`config.mk`:
```
export PLATFORM = sky130hd
export DESIGN_NAME = qam_frame_scheduler
export DESIGN_NICKNAME = d
export VERILOG_FILES = /design/src/rtl/qam_ctrl_pkg.sv /design/src/rtl/qam_watchdog_cnt.sv /design/src/rtl/qam_frame_scheduler.sv
export SDC_FILE = /design/constraint.sdc
export NUM_CORES = 1
export LEC_CHECK = 0
export BUFFER_PORTS_ARGS = -buffer_cell sky130_fd_sc_hd__buf_4
export CELL_PAD_IN_SITES_DETAIL_PLACEMENT = 0
export CELL_PAD_IN_SITES_GLOBAL_PLACEMENT = 1
export CORE_MARGIN = 10
export CORE_UTILIZATION = 42
export CTS_BUF_LIST = sky130_fd_sc_hd__clkbuf_8
export CTS_CLUSTER_DIAMETER = 50
export DETAILED_ROUTE_END_ITERATION = 10
export PLACE_DENSITY = 0.88
export SYNTH_ARGS = -nofsm -noshare
export SYNTH_HDL_FRONTEND = slang
export SYNTH_SLANG_ARGS = --single-unit
```
`constraint.sdc`:
```
create_clock -name clk -period 2.5 [get_ports clk]
set_input_delay 0.5 -clock clk [delete_from_list [all_inputs] [get_ports clk]]
set_output_delay 0.5 -clock clk [all_outputs]
set_load 0.02 [all_outputs]
```
`src/rtl/qam_ctrl_pkg.sv`:
```
// Shared types and defaults for the QAM transmit frame controller.
// Holds the controller state encoding and the default datapath geometry.
package qam_ctrl_pkg;

  localparam int SEED_W       = 7;
  localparam int PRE_LEN      = 8;
  localparam int FLUSH_CYCLES = 4;

  // An all-zero seed locks the LFSR, so it is replaced by this value on latch.
  localparam int SEED_NONZERO = 1;

  typedef enum logic [2:0] {
    IDLE,
    LOAD,
    PRE,
    PAY,
    FLUSH,
    DONE
  } state_t;

endpackage

```
`src/rtl/qam_watchdog_cnt.sv`:
```
// Stall watchdog: counts enabled cycles since the last clear and flags the
// TIMEOUT-th consecutive one as expired.
module qam_watchdog_cnt #(
  parameter int TIMEOUT = 16
) (
  input  logic clk,
  input  logic reset_n,
  input  logic clear,
  input  logic enable,
  output logic expired
);

  localparam int CNT_W = $clog2(TIMEOUT + 1);
  localparam logic [CNT_W-1:0] LAST = CNT_W'(TIMEOUT - 1);

  logic [CNT_W-1:0] count;

  // NOTE: sequential state uses non-blocking assignments so every register
  // samples the pre-edge values of the others.
  always_ff @(posedge clk or negedge reset_n) begin
    if (!reset_n) begin
      count <= '0;
    end else if (clear) begin
      count <= '0;
    end else if (enable && count != LAST) begin
      count <= count + 1'b1;
    end
  end

  assign expired = enable && !clear && (count == LAST);

endmodule

```
`src/rtl/qam_frame_scheduler.sv`:
```
// Frame controller for the LFSR -> QAM mapper datapath: seed load, preamble,
// payload, flush and done, with software abort and a payload stall watchdog.
module qam_frame_scheduler #(
  parameter int SEED_W       = qam_ctrl_pkg::SEED_W,
  parameter int LEN_W        = 10,
  parameter int PRE_LEN      = qam_ctrl_pkg::PRE_LEN,
  parameter int FLUSH_CYCLES = qam_ctrl_pkg::FLUSH_CYCLES,
  parameter int TIMEOUT      = 16
) (
  input  logic              clk,
  input  logic              reset_n,
  input  logic              start,
  input  logic              abort,
  input  logic [SEED_W-1:0] cfg_seed,
  input  logic [LEN_W-1:0]  cfg_len,
  input  logic              dp_valid,
  output logic [SEED_W-1:0] lfsr_seed,
  output logic              lfsr_load,
  output logic              dp_enable,
  output logic              sel_preamble,
  output logic              dp_flush,
  output logic              busy,
  output logic              done,
  output logic              timeout,
  output logic              aborted,
  output logic [LEN_W-1:0]  sym_count
);

  import qam_ctrl_pkg::*;

  localparam int PH_MAX = (PRE_LEN > FLUSH_CYCLES) ? PRE_LEN : FLUSH_CYCLES;
  localparam int PH_W   = $clog2(PH_MAX + 1);
  localparam logic [PH_W-1:0] PRE_LAST   = PH_W'(PRE_LEN - 1);
  localparam logic [PH_W-1:0] FLUSH_LAST = PH_W'(FLUSH_CYCLES - 1);

  state_t            state, state_nxt;
  logic [PH_W-1:0]   phase;
  logic [LEN_W-1:0]  len_q;
  logic              accept;
  logic              abort_live;
  logic              pay_complete;
  logic              wd_expired;

  assign accept       = (state == IDLE) && start;
  assign abort_live   = abort && (state == PRE || state == PAY || state == FLUSH);
  assign pay_complete = dp_valid && (sym_count + 1'b1 == len_q);

  qam_watchdog_cnt #(
    .TIMEOUT (TIMEOUT)
  ) u_watchdog (
    .clk     (clk),
    .reset_n (reset_n),
    .clear   ((state != PAY) || dp_valid),
    .enable  ((state == PAY) && !dp_valid),
    .expired (wd_expired)
  );

  // NOTE: the next state is defaulted before the case so no path leaves it
  // unassigned, which would otherwise infer a latch.
  always_comb begin
    state_nxt = state;
    unique case (state)
      IDLE:  if (start) state_nxt = LOAD;
      LOAD:  state_nxt = PRE;
      PRE: begin
        if (abort)                  state_nxt = FLUSH;
        else if (phase == PRE_LAST) state_nxt = (len_q == '0) ? FLUSH : PAY;
      end
      PAY:   if (abort || wd_expired || pay_complete) state_nxt = FLUSH;
      FLUSH: if (phase == FLUSH_LAST) state_nxt = DONE;
      DONE:  state_nxt = IDLE;
      default: state_nxt = IDLE;
    endcase
  end

  always_ff @(posedge clk or negedge reset_n) begin
    if (!reset_n) begin
      state <= IDLE;
      phase <= '0;
    end else begin
      state <= state_nxt;
      // Phase restarts on every state change, so it counts cycles within PRE/FLUSH.
      if (state_nxt != state || (state != PRE && state != FLUSH)) phase <= '0;
      else                                                        phase <= phase + 1'b1;
    end
  end

  always_ff @(posedge clk or negedge reset_n) begin
    if (!reset_n) begin
      len_q     <= '0;
      lfsr_seed <= '0;
    end else if (accept) begin
      len_q     <= cfg_len;
      lfsr_seed <= (cfg_seed == '0) ? SEED_W'(SEED_NONZERO) : cfg_seed;
    end
  end

  always_ff @(posedge clk or negedge reset_n) begin
    if (!reset_n) begin
      sym_count <= '0;
      timeout   <= 1'b0;
      aborted   <= 1'b0;
    end else if (accept) begin
      sym_count <= '0;
      timeout   <= 1'b0;
      aborted   <= 1'b0;
    end else begin
      if (state == PAY && dp_valid && sym_count != len_q) sym_count <= sym_count + 1'b1;
      if (wd_expired) timeout <= 1'b1;
      if (abort_live) aborted <= 1'b1;
    end
  end

  assign lfsr_load    = (state == LOAD);
  assign dp_enable    = (state == PRE) || (state == PAY);
  assign sel_preamble = (state == PRE);
  assign dp_flush     = (state == FLUSH);
  assign busy         = (state != IDLE);
  assign done         = (state == DONE);

endmodule

```
== Yosys cells after proc, flatten, opt, wreduce, memory -nomap -nowiden ==
Cells that the tools add are included.

* Output and inout bits: 25
* Register bits after elaboration: 41

* Equal/unequal tests: 15
* Add/sub/neg operators: 3
* Reductions and logical operators: 26
* Muxes and demuxes: 17

{| class="wikitable"
|+ Operators by type and width
! kind !! count
|-
| 10-bit two-way mux || 2
|-
| 3-bit two-way mux || 6
|-
| 3-bit one-hot mux with 5 select lines || 1
|-
| 10-bit by 1-bit adder with 10-bit output (second input constant) || 1
|-
| 10-bit equality test || 1
|-
| 1-bit logical AND || 10
|-
| 10-bit logical NOT || 1
|-
| 5-bit two-way mux || 2
|-
| 10-bit inequality test || 1
|-
| 2-bit nonzero test || 4
|-
| 7-bit logical NOT || 1
|-
| 7-bit two-way mux || 1
|-
| 3-bit by 2-bit equality test with 1-bit output (second input constant) || 2
|-
| 3-bit equality test (second input constant) || 2
|-
| 1-bit logical OR || 6
|-
| 3-bit by 2-bit inequality test with 1-bit output (second input constant) || 2
|-
| 5-bit by 1-bit adder with 5-bit output (second input constant) || 1
|-
| 5-bit by 4-bit equality test with 1-bit output (second input constant) || 1
|-
| 5-bit by 4-bit inequality test with 1-bit output (second input constant) || 1
|-
| 4-bit by 1-bit adder with 4-bit output (second input constant) || 1
|-
| 4-bit by 2-bit equality test with 1-bit output (second input constant) || 1
|-
| 4-bit by 3-bit equality test with 1-bit output (second input constant) || 1
|-
| 1-bit two-way mux || 4
|-
| 4-bit two-way mux || 1
|-
| 6 further kinds || 7
|}

== Depth between registers and ports, before layout ==
* Word-level depth: 12
* Mapped depth: 8
* Gate-level depth less buffers: 7

== Cells and area by module ==
From an unflattened synthesis, not the netlist that was laid out.

* Cell total of the unflattened synthesis: 270
* Area total of the unflattened synthesis: 2,374.8 µm²

{| class="wikitable"
|+ By module, submodules not included
! module !! area each (µm²) !! seq. area each (µm²) !! cells an instance !! instances
|-
| qam_frame_scheduler || 2,107.0 || 900.9 || 245 || 1
|-
| qam_watchdog_cnt || 267.8 || 125.1 || 25 || 1
|}

== Worst setup path after synthesis ==
Ideal clock, no wire load.

* Kind: register -> register
* Start point: reg sym_count[0]
* End point: reg state[2]
* Cell stages (with the launch flop): 9
* Buffers on the path: 1
* Setup time: 0.080 ns
* Clock period less this slack: 2.263 ns
* Setup slack: 0.237 ns
* Data required time: 2.420 ns
* Arrival: 2.183 ns
* Cells stage by stage: dfrtp_1 > ha_1 > buf_2 > nand2_2 > or4_1 > o311ai_1 > a31oi_1 > or4_4 > o211ai_2

* Word-level cells in the longest chain between the ends: 6

{| class="wikitable"
|+ Ends and longest elaborated chain
! item !! line !! text
|-
| start, declared || qam_frame_scheduler.sv:26 || <nowiki>output logic [LEN_W-1:0] sym_count</nowiki>
|-
| start signal, assigned || qam_frame_scheduler.sv:108 || <nowiki>if (state == PAY && dp_valid && sym_count != len_q) sym_count <= sym_count + 1'b1;</nowiki>
|-
| 10-bit by 1-bit adder with 10-bit output || qam_frame_scheduler.sv:46 || <nowiki>assign pay_complete = dp_valid && (sym_count + 1'b1 == len_q);</nowiki>
|-
| 10-bit equality test || qam_frame_scheduler.sv:46 ||
|-
| 1-bit logical AND || qam_frame_scheduler.sv:46 ||
|-
| 1-bit logical OR || qam_frame_scheduler.sv:69 || <nowiki>PAY: if (abort || wd_expired || pay_complete) state_nxt = FLUSH;</nowiki>
|-
| 3-bit two-way mux || qam_frame_scheduler.sv:69 ||
|-
| 3-bit one-hot mux with 5 select lines || qam_frame_scheduler.sv:62 || <nowiki>unique case (state)</nowiki>
|-
| named net state_nxt[2] || qam_frame_scheduler.sv:36 || <nowiki>state_t state, state_nxt;</nowiki>
|-
| end signal, assigned || qam_frame_scheduler.sv:81 || <nowiki>state <= state_nxt;</nowiki>
|-
| end, declared || qam_frame_scheduler.sv:36 ||
|}

The timed path passes the listed nets, and every way through them passes these cells.
A chain may end at the register's enable or synchronous reset.

== Worst setup path after layout ==
* Start point: reg sym_count[1]
* End point: reg state[2]

Same word-level chain as after synthesis.

==> results.json <==
{
  "run_status": "completed",
  "place_hpwl_microns": 4300,
  "grt_usage_pct": 13.9,
  "drtAntennaViolNets": 0,
  "synth_edf_count": 0,
  "power_frac_seq_pct": 37.2,
  "multi_input_area_sq_mm": 0.00120,
  "finalPower_w": 0.00273,
  "first_pass_iters": 4,
  "fmax_ghz": 0.436,
  "async_reset_ff_share_pct": 100,
  "period_share_pct": 91.7,
  "critPathLaunchType": "flip-flop",
  "seqCellArea_sq_mm": 0.00103,
  "antenna_found_initial": 0,
  "cts_root_buf": "clkbuf_8",
  "cts_tree": "done",
  "ys_ff_latch": 41,
  "grt_max_degree": 42,
  "final_cell_mix": "nand2_1, buf_4, dfrtp_1, nor2_1, xnor2_1",
  "worstSkewPairLatency_ns": 0.29,
  "die_w_microns": 94.1,
  "syn-num-nets": 290,
  "clkTransAtPathRegs_ns": 0.08,
  "slew_violations": 0,
  "p_sw_share_pct": 40.3,
  "layout-drive-gt1-share_pct": 20.9,
  "ys_warn_count": 0,
  "clockPowerShare_pct": 20.2,
  "fillers": 498,
  "hp-class": "in2async",
  "io_pins": 47,
  "wirelength_microns": 5870,
  "diodes": 0,
  "ys_seq_area_share_pct": 44.5,
  "nets": 336,
  "final_area_sq_mm": 0.00284,
  "placed_area_sq_mm": 0.00272,
  "viasPerCell": 5.24,
  "min_period_ns": 2.29,
  "area_growth_pct": 23.1,
  "htreeDepth": 2,
  "vias": 1998,
  "critPathCaptureType": "flip-flop",
  "core_sq_mm": 0.00520,
  "fin_setup_tns_ns": 0,
  "cts_made_buffers": 5,
  "p_sw_w": 0.00110,
  "drtIter0Drc": 205,
  "synthesis.instances": 264,
  "internal-power_w": 0.00163,
  "syn_area_sq_mm": 0.00231,
  "critical_path_required_ns": 2.72,
  "hold_viol": 0,
  "rsz0062_at_grt": "false",
  "cts_buffer_depth": 2,
  "post_drt_wl_per_cell_microns": 15.4,
  "port_buffers": 46,
  "max-vdd-ir-drop_v": 0.000532,
  "reg2reg_slack_ns": 0.21,
  "layout_commonest_cell": "nand2_1",
  "hold_slack_ns": 0.179,
  "synthFlopType": "dfrtp_1",
  "grt_pass1_wl_microns": 10100,
  "gp_congestion": 0.920,
  "worst_pin_slew_ns": 0.704,
  "die-area_sq_mm": 0.00886,
  "maxCapViolations": 0,
  "rows": 26,
  "die_h_microns": 94.1,
  "start_util_pct": 44.3,
  "arrival_ns": 2.51,
  "avgSynthCellArea_sq_um": 8.74,
  "setup_viol": 0,
  "p_comb_share_pct": 42.6,
  "max_slew_margin_pct": 52.4,
  "grt_overflow": 0,
  "powerDensity_mw_per_mm2": 960,
  "worstSetupPathType": "reg2reg",
  "drc": 0,
  "total_leakage_power_nw": 1.35,
  "skew_ns": 0.00361,
  "cts_sinks": 41,
  "crit_fanout": 8,
  "synth_cell_types": 47,
  "grt_pass1_vias": 2055
}
==> state kept, by name (all words and copies together), names as in the netlist <==
name	count
lfsr_seed	7
u_watchdog.count	5
phase	4
aborted	1
sym_count	10
timeout	1
state	3
len_q	10
==> worst max-delay path, stage by stage, from the launching register on <==
cell and delay [ns]:
dfrtp_1 0.44, ha_2 0.31, nand2_2 0.10, or4_1 0.54, o311ai_1 0.10, a31oi_1 0.13
or4_4 0.52, o211ai_2 0.08
==> area by class of cell <==
class | instances | share of cell area (%)
sequential | 41 | 36.1
timing repair buffer | 51 | 13.5
multi-input combinational | 203 | 42.2
inverter | 8 | 1.06
tap | 70 | 3.08
clock buffer | 6 | 2.91
clock inverter | 2 | 1.19
==> metal layers <==
layer	vias to the layer above	global-route usage (%)	wire, microns
met3	7	3.92	337
met1	948	17.6	2680
met5	-	0	0
met4	0	3.42	62
li1	988	-	-
met2	55	22.8	2790
==> worst paths after layout <==
check	from	end	cells after the start
setup / recovery	sym_count[1]	state[2]	7
hold / removal	reset_n	lfsr_seed[0]	1
setup reg to reg	sym_count[1]	state[2]	7
hold reg to reg	phase[0]	phase[0]	1
max in group asynchronous	reset_n	len_q[7]	1
min in group clk	cfg_len[2]	len_q[2]	3
==> synth_stat cells, types with 2 or more instances <==
library cell	number	area [sq um]
buf_4	2	15.0
or3_1	2	12.5
and2_1	3	18.8
or4_1	2	15.0
nand4_1	2	12.5
inv_1	8	30.0
nand2b_1	6	37.5
mux2i_1	3	30.0
buf_2	4	20.0
nor3b_1	2	15.0
a21oi_1	10	50.1
nor4_1	6	37.5
ha_1	4	50.1
nor4b_1	2	17.5
nor2b_1	2	12.5
nand3_1	7	35.0
a211oi_1	2	15.0
nand4b_1	3	26.3
xnor2_1	16	140
nor3_1	9	45.0
nor2_1	31	116
clkbuf_1	6	22.5
nand2_1	59	221
a31oi_1	2	12.5
dfrtp_1	41	1030
xor2_1	9	78.8
==> power groups by stage <==
stage	combinational (W)	sequential, W	clock (W)
floorplan	0.000706	0.00106	0
global placement	0.00116	0.00102	0
detailed placement	0.00117	0.00103	0
CTS	0.00117	0.00101	0.000559
global route	0.00129	0.00104	0.000587
finish	0.00116	0.00102	0.000550
==> stage by stage <==
stage	utilization (%)	setup slack (ns)	cells
after floorplan	-	0.237	264
after global placement	52.3	0.265	373
after detailed placement	52.3	0.149	373
after CTS	54.5	0.130	381
after global routing	54.6	0.0417	381
final	54.6	0.208	381
==> kinds of logic after synthesis <==
group	Yosys count	share of synthesized area, %
adders and majority gates	4	2.17
xor gates and xnor gates	25	9.49
DFF	41	44.5
AOI/OAI and AO/OA	25	7.21
muxes	3	1.30
and+or+nand+nor	146	31.6
buffers and inverters	20	3.80
==> timing repair <==
item,CTS,global route
setup endpoints to repair,0,2
gates resized for setup,0,2
hold buffers,0,0
buffers inserted,0,0
No activity file was read; power rests on OpenSTA's default activity.
